File: src/rtl/keypad_cmd_fifo_driver.sv
// ---------------------------------------------------------------------------
// keypad_cmd_fifo_driver
//
// Purpose:
//   Sits between the keypad scanner and the editor/executor. In EDIT mode
//   raw key codes are decoded into editor commands (symbol, cursor move,
//   backspace, clear memory). In EXE mode raw codes pass through as symbols.
//   Every produced command goes into a DEPTH-entry first-word-fall-through
//   FIFO with a valid/ready output handshake, so keystroke bursts survive a
//   busy consumer.
//
//   Clear memory takes two presses of 'f': the first arms, the second
//   pushes the clear command. Any other accepted EDIT key disarms.
//
//   When the FIFO is full and a key would push, HOLD_ON_FULL selects
//   whether the key is left with the keypad (1) or consumed and dropped with
//   the sticky overflow flag raised (0).
//
// Ports:
//   working_clock   sole clock, rising edge
//   reset           asynchronous active-low reset
//   to_mode         requested mode (0 = EDIT, 1 = EXE)
//   change_mode     mode change request, sampled every cycle
//   key_available   keypad holds a valid key
//   key             raw key code
//   pull_key        registered one-cycle pulse consuming the key
//   out_valid       FIFO head is valid
//   out_ready       consumer takes the head this cycle
//   out_cmd_mode    0 symbol, 1 cursor, 2 backspace, 3 clear memory
//   out_symbol      symbol value (cmd_mode 0)
//   out_cursor_dir  1 right / 0 left (cmd_mode 1)
//   state           0 INIT, 1 EDIT, 2 EXE
//   fifo_count      occupied FIFO entries
//   overflow        sticky "key dropped" flag
//   clear_overflow  clears overflow (a simultaneous drop wins)
// ---------------------------------------------------------------------------
module keypad_cmd_fifo_driver #(
    parameter int KEY_W        = 4,
    parameter int SYM_W        = 4,
    parameter int DEPTH        = 4,
    parameter int HOLD_ON_FULL = 1
) (
    input  logic                         working_clock,
    input  logic                         reset,
    input  logic                         to_mode,
    input  logic                         change_mode,
    input  logic                         key_available,
    input  logic [KEY_W-1:0]             key,
    output logic                         pull_key,
    output logic                         out_valid,
    input  logic                         out_ready,
    output logic [1:0]                   out_cmd_mode,
    output logic [SYM_W-1:0]             out_symbol,
    output logic                         out_cursor_dir,
    output logic [1:0]                   state,
    output logic [$clog2(DEPTH+1)-1:0]   fifo_count,
    output logic                         overflow,
    input  logic                         clear_overflow
);

    localparam int CNT_W = $clog2(DEPTH + 1);
    localparam int PTR_W = $clog2(DEPTH);
    // Entry layout: {cmd_mode[1:0], cursor_dir, symbol[SYM_W-1:0]}
    localparam int ENT_W = SYM_W + 3;

    localparam logic [CNT_W-1:0] FULL_COUNT   = CNT_W'(DEPTH);
    localparam logic             DROP_ON_FULL = (HOLD_ON_FULL == 0);

    localparam logic [1:0] CMD_SYMBOL    = 2'd0;
    localparam logic [1:0] CMD_CURSOR    = 2'd1;
    localparam logic [1:0] CMD_BACKSPACE = 2'd2;
    localparam logic [1:0] CMD_CLEAR     = 2'd3;

    typedef enum logic [1:0] {
        ST_INIT = 2'd0,
        ST_EDIT = 2'd1,
        ST_EXE  = 2'd2
    } state_t;

    // -----------------------------------------------------------------------
    // Registers and their next values
    // -----------------------------------------------------------------------
    state_t             state_reg;
    state_t             state_next;
    logic               mode_switch;

    logic               arm_reg;
    logic               arm_next;
    logic               pull_key_reg;
    logic               overflow_reg;

    logic [CNT_W-1:0]   count_reg;
    logic [CNT_W-1:0]   count_next;
    logic [CNT_W-1:0]   remain;
    logic [PTR_W-1:0]   rd_ptr_reg;
    logic [PTR_W-1:0]   rd_ptr_next;
    logic [PTR_W-1:0]   wr_ptr_reg;
    logic [PTR_W-1:0]   wr_ptr_next;

    logic [ENT_W-1:0]   mem [DEPTH];
    logic [ENT_W-1:0]   head_reg;

    // -----------------------------------------------------------------------
    // Key decode signals
    // -----------------------------------------------------------------------
    logic               key_high_zero;
    logic [3:0]         key_lo;
    logic               key_is_f;

    logic               dec_push;
    logic [1:0]         dec_cmd;
    logic [SYM_W-1:0]   dec_sym;
    logic               dec_dir;
    logic [ENT_W-1:0]   push_entry;

    logic               in_mode;
    logic               space;
    logic               accept;
    logic               do_push;
    logic               do_drop;
    logic               do_pop;

    // EDIT symbol table for codes 0..a.
    function automatic logic [3:0] edit_symbol(input logic [3:0] code);
        case (code)
            4'h0:    return 4'd10;
            4'h1:    return 4'd5;
            4'h2:    return 4'd6;
            4'h3:    return 4'd11;
            4'h4:    return 4'd3;
            4'h5:    return 4'd2;
            4'h6:    return 4'd7;
            4'h7:    return 4'd4;
            4'h8:    return 4'd1;
            4'h9:    return 4'd8;
            4'ha:    return 4'd9;
            default: return 4'd0;
        endcase
    endfunction

    assign key_lo = key[3:0];

    // Codes at or above 16 only exist for wide keys; in EDIT they discard.
    generate
        if (KEY_W > 4) begin : g_wide_key
            assign key_high_zero = ~|key[KEY_W-1:4];
        end else begin : g_narrow_key
            assign key_high_zero = 1'b1;
        end
    endgenerate

    assign key_is_f = key_high_zero && (key_lo == 4'hf);

    // -----------------------------------------------------------------------
    // Mode FSM: next state
    // -----------------------------------------------------------------------
    always_comb begin
        state_next  = state_reg;
        mode_switch = 1'b0;
        case (state_reg)
            ST_INIT: begin
                if (change_mode) begin
                    state_next = to_mode ? ST_EXE : ST_EDIT;
                end
            end
            ST_EDIT: begin
                if (change_mode && to_mode) begin
                    state_next  = ST_EXE;
                    mode_switch = 1'b1;
                end
            end
            ST_EXE: begin
                if (change_mode && !to_mode) begin
                    state_next  = ST_EDIT;
                    mode_switch = 1'b1;
                end
            end
            default: begin
                state_next = ST_INIT;
            end
        endcase
    end

    // -----------------------------------------------------------------------
    // Decode the presented key into the entry it would push (if any)
    // -----------------------------------------------------------------------
    always_comb begin
        dec_push = 1'b0;
        dec_cmd  = CMD_SYMBOL;
        dec_sym  = '0;
        dec_dir  = 1'b0;
        if (state_reg == ST_EXE) begin
            dec_push = 1'b1;
            dec_sym  = SYM_W'(key);
        end else if (key_high_zero) begin
            case (key_lo)
                4'hb: begin
                    dec_push = 1'b1;
                    dec_cmd  = CMD_BACKSPACE;
                end
                4'hc: begin
                    // discard: pulled, never pushed
                    dec_push = 1'b0;
                end
                4'hd: begin
                    dec_push = 1'b1;
                    dec_cmd  = CMD_CURSOR;
                    dec_dir  = 1'b1;
                end
                4'he: begin
                    dec_push = 1'b1;
                    dec_cmd  = CMD_CURSOR;
                    dec_dir  = 1'b0;
                end
                4'hf: begin
                    // Only the second press of the pair produces a command.
                    dec_push = arm_reg;
                    dec_cmd  = CMD_CLEAR;
                end
                default: begin
                    dec_push = 1'b1;
                    dec_sym  = SYM_W'(edit_symbol(key_lo));
                end
            endcase
        end
    end

    assign push_entry = {dec_cmd, dec_dir, dec_sym};

    // -----------------------------------------------------------------------
    // Accept / push / pop decisions
    // -----------------------------------------------------------------------
    assign in_mode = (state_reg == ST_EDIT) || (state_reg == ST_EXE);

    // Space is judged on the pre-pop count: a pop this cycle never makes
    // room for a push in the same cycle.
    assign space = (count_reg < FULL_COUNT);

    // The !pull_key_reg term gives the keypad a cycle to retire the key
    // that was just pulled before the next one can be taken.
    assign accept = key_available && in_mode && !change_mode && !pull_key_reg
                    && (space || !dec_push || DROP_ON_FULL);

    assign do_push = accept && dec_push && space;
    assign do_drop = accept && dec_push && !space;
    assign do_pop  = (count_reg != '0) && out_ready;

    // Entries left from the current contents after this cycle's pop.
    assign remain = count_reg - CNT_W'(do_pop);

    always_comb begin
        arm_next = arm_reg;
        if (mode_switch) begin
            arm_next = 1'b0;
        end else if (accept && (state_reg == ST_EDIT)) begin
            // f toggles the arm (arm or fire-and-disarm); anything else disarms.
            arm_next = key_is_f ? !arm_reg : 1'b0;
        end
    end

    always_comb begin
        count_next  = count_reg + CNT_W'(do_push) - CNT_W'(do_pop);
        rd_ptr_next = rd_ptr_reg + PTR_W'(do_pop);
        wr_ptr_next = wr_ptr_reg + PTR_W'(do_push);
        if (mode_switch) begin
            count_next  = '0;
            rd_ptr_next = '0;
            wr_ptr_next = '0;
        end
    end

    // -----------------------------------------------------------------------
    // FIFO storage (no reset; contents are qualified by count_reg)
    // -----------------------------------------------------------------------
    always_ff @(posedge working_clock) begin
        if (do_push) begin
            mem[wr_ptr_reg] <= push_entry;
        end
    end

    // -----------------------------------------------------------------------
    // Control state, flags and the registered head
    // -----------------------------------------------------------------------
    always_ff @(posedge working_clock or negedge reset) begin
        if (!reset) begin
            state_reg    <= ST_INIT;
            arm_reg      <= 1'b0;
            pull_key_reg <= 1'b0;
            overflow_reg <= 1'b0;
            count_reg    <= '0;
            rd_ptr_reg   <= '0;
            wr_ptr_reg   <= '0;
            head_reg     <= '0;
        end else begin
            state_reg    <= state_next;
            arm_reg      <= arm_next;
            pull_key_reg <= accept;
            count_reg    <= count_next;
            rd_ptr_reg   <= rd_ptr_next;
            wr_ptr_reg   <= wr_ptr_next;

            if (do_drop) begin
                overflow_reg <= 1'b1;
            end else if (clear_overflow) begin
                overflow_reg <= 1'b0;
            end

            // Head follows the next occupied entry. If nothing older remains
            // the new head is the entry being written this edge, so bypass
            // the array. When the FIFO goes empty the head keeps its value.
            if (count_next != '0) begin
                if (remain == '0) begin
                    head_reg <= push_entry;
                end else begin
                    head_reg <= mem[rd_ptr_next];
                end
            end
        end
    end

    // -----------------------------------------------------------------------
    // Outputs
    // -----------------------------------------------------------------------
    assign pull_key       = pull_key_reg;
    assign out_valid      = (count_reg != '0);
    assign out_cmd_mode   = head_reg[ENT_W-1 -: 2];
    assign out_cursor_dir = head_reg[SYM_W];
    assign out_symbol     = head_reg[SYM_W-1:0];
    assign state          = state_reg;
    assign fifo_count     = count_reg;
    assign overflow       = overflow_reg;

endmodule

File: config.mk
export PLATFORM = sky130hd
export DESIGN_NAME = keypad_cmd_fifo_driver
export DESIGN_NICKNAME = d
export VERILOG_FILES = /design/src/rtl/keypad_cmd_fifo_driver.sv
export SDC_FILE = /design/constraint.sdc
export NUM_CORES = 1
export LEC_CHECK = 0
export BUFFER_PORTS_ARGS = -buffer_cell sky130_fd_sc_hd__buf_4
export CORE_MARGIN = 2
export CORE_UTILIZATION = 63
export DETAILED_ROUTE_END_ITERATION = 6
export PLACE_DENSITY = 0.88
export SLEW_MARGIN = 0
export SYNTH_ARGS = -nofsm -noshare
export SYNTH_HDL_FRONTEND = slang
export SYNTH_SLANG_ARGS = --single-unit
export TNS_END_PERCENT = 20
File: constraint.sdc
create_clock -name working_clock -period 6.7 [get_ports working_clock]
set_clock_uncertainty 0.1 [all_clocks]
set_input_delay 0.67 -clock working_clock [delete_from_list [all_inputs] [get_ports working_clock]]
set_output_delay 0.67 -clock working_clock [all_outputs]
set_load 0.05 [all_outputs]
# Word-level counts from Yosys, hierarchy flattened
# Memories as Yosys holds them, arrays and structs flattened.
# Index checks and enable logic that the tools add are counted.
[word_totals]
reg_bits = 19
ram_bits = 28
rom_bits = 64
word_cells = 81
mem_count = 2
[memory_table]
columns = ["memory", "depth", "word_bits", "rd", "rd_ports_with_merged_regs", "wr", "line_no", "source"]
rows = [
  ["(no name shown)", 16, 4, 1, 0, 0, "125", "case (code)"],
  ["mem", 4, 7, 1, 0, 1, "100", "logic [ENT_W-1:0] mem [DEPTH];"],
]
[classes]
addsub = 5
order_cmp = 1
eq_ne = 10
muxes = 27
reduce_logical = 28
[op_table]
columns = ["op", "count"]
rows = [
  ["$eq 4x4->1 const B", 5],
  ["$mux 2", 7],
  ["$mux 1", 12],
  ["$pmux 2 s3", 2],
  ["$logic_and 1x1->1", 11],
  ["$mux 4", 2],
  ["$mux 7", 1],
  ["$logic_not 1->1", 6],
  ["$ne 2x2->1 const B", 3],
  ["$reduce_bool 3->1", 2],
  ["$sub 3x1->3", 2],
  ["$reduce_or 5->1", 1],
  ["$add 2x1->2", 2],
  ["$pmux 1 s2", 2],
  ["$reduce_bool 2->1", 2],
  ["$add 3x1->3", 1],
  ["$logic_not 3->1", 1],
  ["$lt 3x3->1 const B", 1],
  ["$mux 3", 1],
  ["$reduce_and 3->1", 1],
  ["$eq 2x1->1 const B", 1],
  ["$eq 2x2->1 const B", 1],
  ["$logic_not 2->1", 1],
  ["$logic_or 1x1->1", 2],
  ["$reduce_or 2->1", 1],
]

# Longest topological paths before layout
[depth]
ltp_word = 12
depth_mapped = 17
depth_no_buf = 15

# Worst setup path before layout
# No wires, ideal clock.
[synth_path]
path_kind = "register to register"
start = "reg state_reg[0], in the netlist state[0]"
end = "reg head_reg[1]"
setup_ns = 0.092
arrival_time_ns = 3.532
setup_slack_ns = 2.977
stages_incl_launch_ff = 17
synth_period_minus_slack_ns = 3.723
cell_sequence = "dfrtp_1 -> inv_1 -> ha_1 -> buf_2 -> nand3b_1 -> a21oi_1 -> or3_1 -> ha_1 -> inv_1 -> ha_1 -> inv_1 -> fa_1 -> xor2_1 -> xnor2_1 -> a31o_4 -> buf_6 -> o31ai_2"
[synth_between]
elab_chain_len = 12
[synth_lines]
columns = ["item", "line_no", "source"]
rows = [
  ["from (decl)", "83", "state_t state_reg;"],
  ["from (signal assigned)", "295", "state_reg <= state_next;"],
  ["$eq 2x1->1 or $eq 2x2->1 (tied branches)", "160, 233, 192", ""],
  ["$logic_or 1x1->1", "233", "assign in_mode = (state_reg == ST_EDIT) || (state_reg == ST_EXE);"],
  ["$logic_and 1x1->1 (3 in a row)", "241", "assign accept = key_available && in_mode && !change_mode && !pull_key_reg"],
  ["$logic_and 1x1->1", "242", "&& (space || !dec_push || DROP_ON_FULL);"],
  ["$logic_and 1x1->1 (2 in a row)", "244", "assign do_push = accept && dec_push && space;"],
  ["$add 3x1->3", "262", "count_next = count_reg + CNT_W'(do_push) - CNT_W'(do_pop);"],
  ["$sub 3x1->3", "262", ""],
  ["$mux 3", "265", "if (mode_switch) begin"],
  ["$reduce_bool 3->1", "311", "if (count_next != '0) begin"],
  ["to (signal assigned)", "313", "head_reg <= push_entry;"],
  ["to (signal assigned)", "315", "head_reg <= mem[rd_ptr_next];"],
  ["to (decl)", "101", "logic [ENT_W-1:0] head_reg;"],
]
# Parallel ways exist; a longest one is shown, timed or not.
# A chain may end at the register's enable or synchronous reset.

# Worst setup path after layout
[layout_path]
start = "reg state_reg[0], in the netlist state[0]"
end = "reg head_reg[6]"
# Same word-level chain as after synthesis.

==> results.toml <==
[global_routing]
track_usage_pct = 23.9
grt_pass1_vias = 1635
grt_max_degree = 20
global_route.overflow_total = 0
grt_first_pass_wirelength_mm = 7.68
antenna_violations_before_repair = 0

[clock_tree]
worst_skew_pair.late_latency_ns = 0.30
ctsHtreeMaxLevel = 2
cts.clk_slew.worst_paths_ns = 0.08
cts.hold.buffers_added = 0
tritoncts.num_buffers = 5
clock_path_buffers = 2
post_cts_sizing_count = 0
clock_sink_count = 47
root_buffer = "sky130_fd_sc_hd__clkbuf_8"
cts_tree = "built"
cts.repair_timing.setup_buffer_count = 0

[routing]
viasPerCell = 5.96
drc = 0
route.met3.wl_microns = 245
final_antenna_net_count = 0
first_pass_iters = 6
drt_iter0_drc = 138
routed.top_layer = "met4"
met2_routed_length_mm = 2.31
detail_route.wl_per_cell_microns = 16.0
route.vias.total = 1723
wirelength_mm = 4.63
m1WireLength_mm = 1.97

[floorplanning]
die_h_microns = 66.3
dieArea_sq_um = 4400
core_sq_um = 3690
floorplan.rows = 22
die-width_microns = 66.3
start_util_pct = 66.3
floorplan.io_pins = 26

[pwr]
pwr_density_cell_nw_per_um2 = 531
leakage_nw = 1.16
worst_ir_drop_on_vdd_uv = 373

[synthesis]
yosys_warnings = 0
synthesis.nets = 243
synth_cells = 218
ys_seq_elements = 47
dominantRegCellSynth = "sky130_fd_sc_hd__edfxtp_1"
synth-edff-count = 28
post_synth.cell_area_avg_sq_um = 11.2
synth_cell_type_count = 44
fraction_of_the_yosys_area_taken_by_sequential_cells_pct = 53.8
async_reset_ff_share_pct = 40.4
synthesized_area_sq_um = 2450

[sta]
slew-limit-headroom_pct = 26.8
fin_crit_sh_pct = 56.5
fin_hold_ws_ns = 0.127
fin_tns_setup_ns = 0
setup_viol = 0
hold_violations = 0
peak_clock_frequency_supported_by_timing_mhz = 264
post-route-min-period_ns = 3.79
setup_repair_after_global_routing_missed_its_margin = "false"
worst_pin_slew_ns = 1.09
timing_max_transition_violations_final = 0

[placement]
detailedPlacementHpwl_mm = 3.31
gp_congestion = 0.859
port-buffer-count = 25

[cells_and_area]
num_antenna_cells = 0
area_added_between_synthesis_and_finish_pct = 12.3
final.fill_count = 263
largest_register_ffs = 28
post_route_cells_drive_above_1_share_pct = 17.0
finish.net_count = 265

[setup_path]
crit_required_ns = 6.79
path_class = "reg2reg"
worst_setup_path_start_kind = "flop"
critical_path.endpoint_type = "flop"
ff_to_ff_setup_slack_ns = 2.91
cp_data_arrival_time_ns = 3.87
timing.critical_path.fanout_max = 14

[outcome]
run_status = "finished clean"

[worst_hold_path]
hold_path.class = "in2async"

[job]
max_cap_viol_count = 0
[layout make-up]
type                    count  area, sq um  area share [%]
flip-flops and latches     47         1320            47.9
clock inverters             1         30.0            1.09
inverters                  15         56.3            2.05
repair buffers             25          188            6.83
well taps                  48         60.1            2.19
multi-input cells         146         1020            37.1
clock buffers               7         76.3            2.78
[worst paths after layout]
check / startpoint / endpoint / depth (start not counted)
min in group working_clock: head_reg[4] / head_reg[4] / 2
worst max-delay path: state[0] / head_reg[6] / 15
max in group asynchronous: reset / overflow / 1
worst max register to register: state[0] / head_reg[6] / 15
worst min register to register: head_reg[4] / head_reg[4] / 2
worst min-delay path: reset / rd_ptr_reg[0] / 1
[layer usage]
layer	vias to the layer above	global-route usage, %
met5	-	0
met4	0	11.7
met3	11	4.77
met2	73	39.4
met1	818	29.9
li1	821	-
[per-stage QoR]
| step | instances | cell area (sq um) | utilization [%] | total power [mW] | worst slack, ns |
|---|---|---|---|---|---|
| 2_1_floorplan | 218 | 2450 | - | 1.09 | 2.98 |
| 3_3_place_gp | 281 | 2640 | 71.6 | 1.22 | 3.06 |
| 3_5_place_dp | 281 | 2640 | 71.6 | 1.26 | 2.92 |
| 4_1_cts | 289 | 2750 | 74.5 | 1.47 | 2.95 |
| 5_1_grt | 289 | 2750 | 74.5 | 1.56 | 2.74 |
| 6_report | 289 | 2750 | 74.5 | 1.46 | 2.91 |
[Yosys cell counts, types with 2 or more instances]
cell                       number  area share [%]
sky130_fd_sc_hd__xor2_1         2            0.72
sky130_fd_sc_hd__inv_1         14             2.1
sky130_fd_sc_hd__and2_1         3            0.77
sky130_fd_sc_hd__nand4_1        2            0.51
sky130_fd_sc_hd__nor3b_1        4             1.2
sky130_fd_sc_hd__nand3b_1       2            0.61
sky130_fd_sc_hd__a221oi_1       4             1.4
sky130_fd_sc_hd__a21oi_1       11             2.3
sky130_fd_sc_hd__o211ai_1       3            0.92
sky130_fd_sc_hd__mux2i_1        7             2.9
sky130_fd_sc_hd__o31ai_2        5             2.6
sky130_fd_sc_hd__o21ai_0       10             2.0
sky130_fd_sc_hd__nor2_1        23             3.5
sky130_fd_sc_hd__ha_1          13             6.6
sky130_fd_sc_hd__clkbuf_1       6            0.92
sky130_fd_sc_hd__nand2b_1       2            0.51
sky130_fd_sc_hd__nor3_1         6             1.2
sky130_fd_sc_hd__nand2_1       14             2.1
sky130_fd_sc_hd__xnor2_1        4             1.4
sky130_fd_sc_hd__nor2b_1        4             1.0
sky130_fd_sc_hd__o21a_1         2            0.61
sky130_fd_sc_hd__dfrtp_1       19              19
sky130_fd_sc_hd__buf_6          2            0.92
sky130_fd_sc_hd__and3_1         3            0.77
sky130_fd_sc_hd__nand3_1        5             1.0
sky130_fd_sc_hd__or3_1          2            0.51
sky130_fd_sc_hd__edfxtp_1      28              34
sky130_fd_sc_hd__a31oi_1        2            0.51
[cell families after synthesis]
logic type	synth area share (%)
AND/OR/NAND/NOR	15.5
adder cells (fa/ha/maj)	7.47
XOR/XNOR	2.15
AO/OA/AOI/OAI	13.1
buffers and inverters	4.50
flip-flops	53.8
multiplexers	3.48
[worst max-delay path: stages (launching register included)]
cell                       delay [ns]
sky130_fd_sc_hd__dfrtp_1         0.44
sky130_fd_sc_hd__inv_1           0.12
sky130_fd_sc_hd__ha_1            0.38
sky130_fd_sc_hd__nand3b_1        0.23
sky130_fd_sc_hd__a21oi_1         0.10
sky130_fd_sc_hd__or3_1           0.44
sky130_fd_sc_hd__ha_1            0.31
sky130_fd_sc_hd__inv_1           0.06
sky130_fd_sc_hd__ha_1            0.13
sky130_fd_sc_hd__inv_1           0.05
sky130_fd_sc_hd__fa_1            0.38
sky130_fd_sc_hd__xor2_1          0.17
sky130_fd_sc_hd__xnor2_1         0.25
sky130_fd_sc_hd__a31o_4          0.30
sky130_fd_sc_hd__nor2b_1         0.17
sky130_fd_sc_hd__a21oi_1         0.05
[power by group]
group | internal, mW | leakage (nW) | total [mW] | switching, mW
combinational | 0.306 | 0.611 | 0.822 | 0.515
clock | 0.112 | 0.0524 | 0.201 | 0.0896
sequential | 0.387 | 0.491 | 0.436 | 0.0487
[cells in the final DEF (no fill, tap or decap), types with 7 or more instances in the layout]
| master | synthesis | final |
|---|---|---|
| sky130_fd_sc_hd__mux2i_1 | 7 | 7 |
| sky130_fd_sc_hd__nor2_1 | 23 | 23 |
| sky130_fd_sc_hd__inv_1 | 14 | 14 |
| sky130_fd_sc_hd__buf_4 | 0 | 25 |
| sky130_fd_sc_hd__edfxtp_1 | 28 | 28 |
| sky130_fd_sc_hd__o21ai_0 | 10 | 10 |
| sky130_fd_sc_hd__dfrtp_1 | 19 | 19 |
| sky130_fd_sc_hd__nand2_1 | 14 | 14 |
| sky130_fd_sc_hd__a21oi_1 | 11 | 11 |
| sky130_fd_sc_hd__ha_1 | 13 | 13 |
Power figures use the tool's default switching activity.
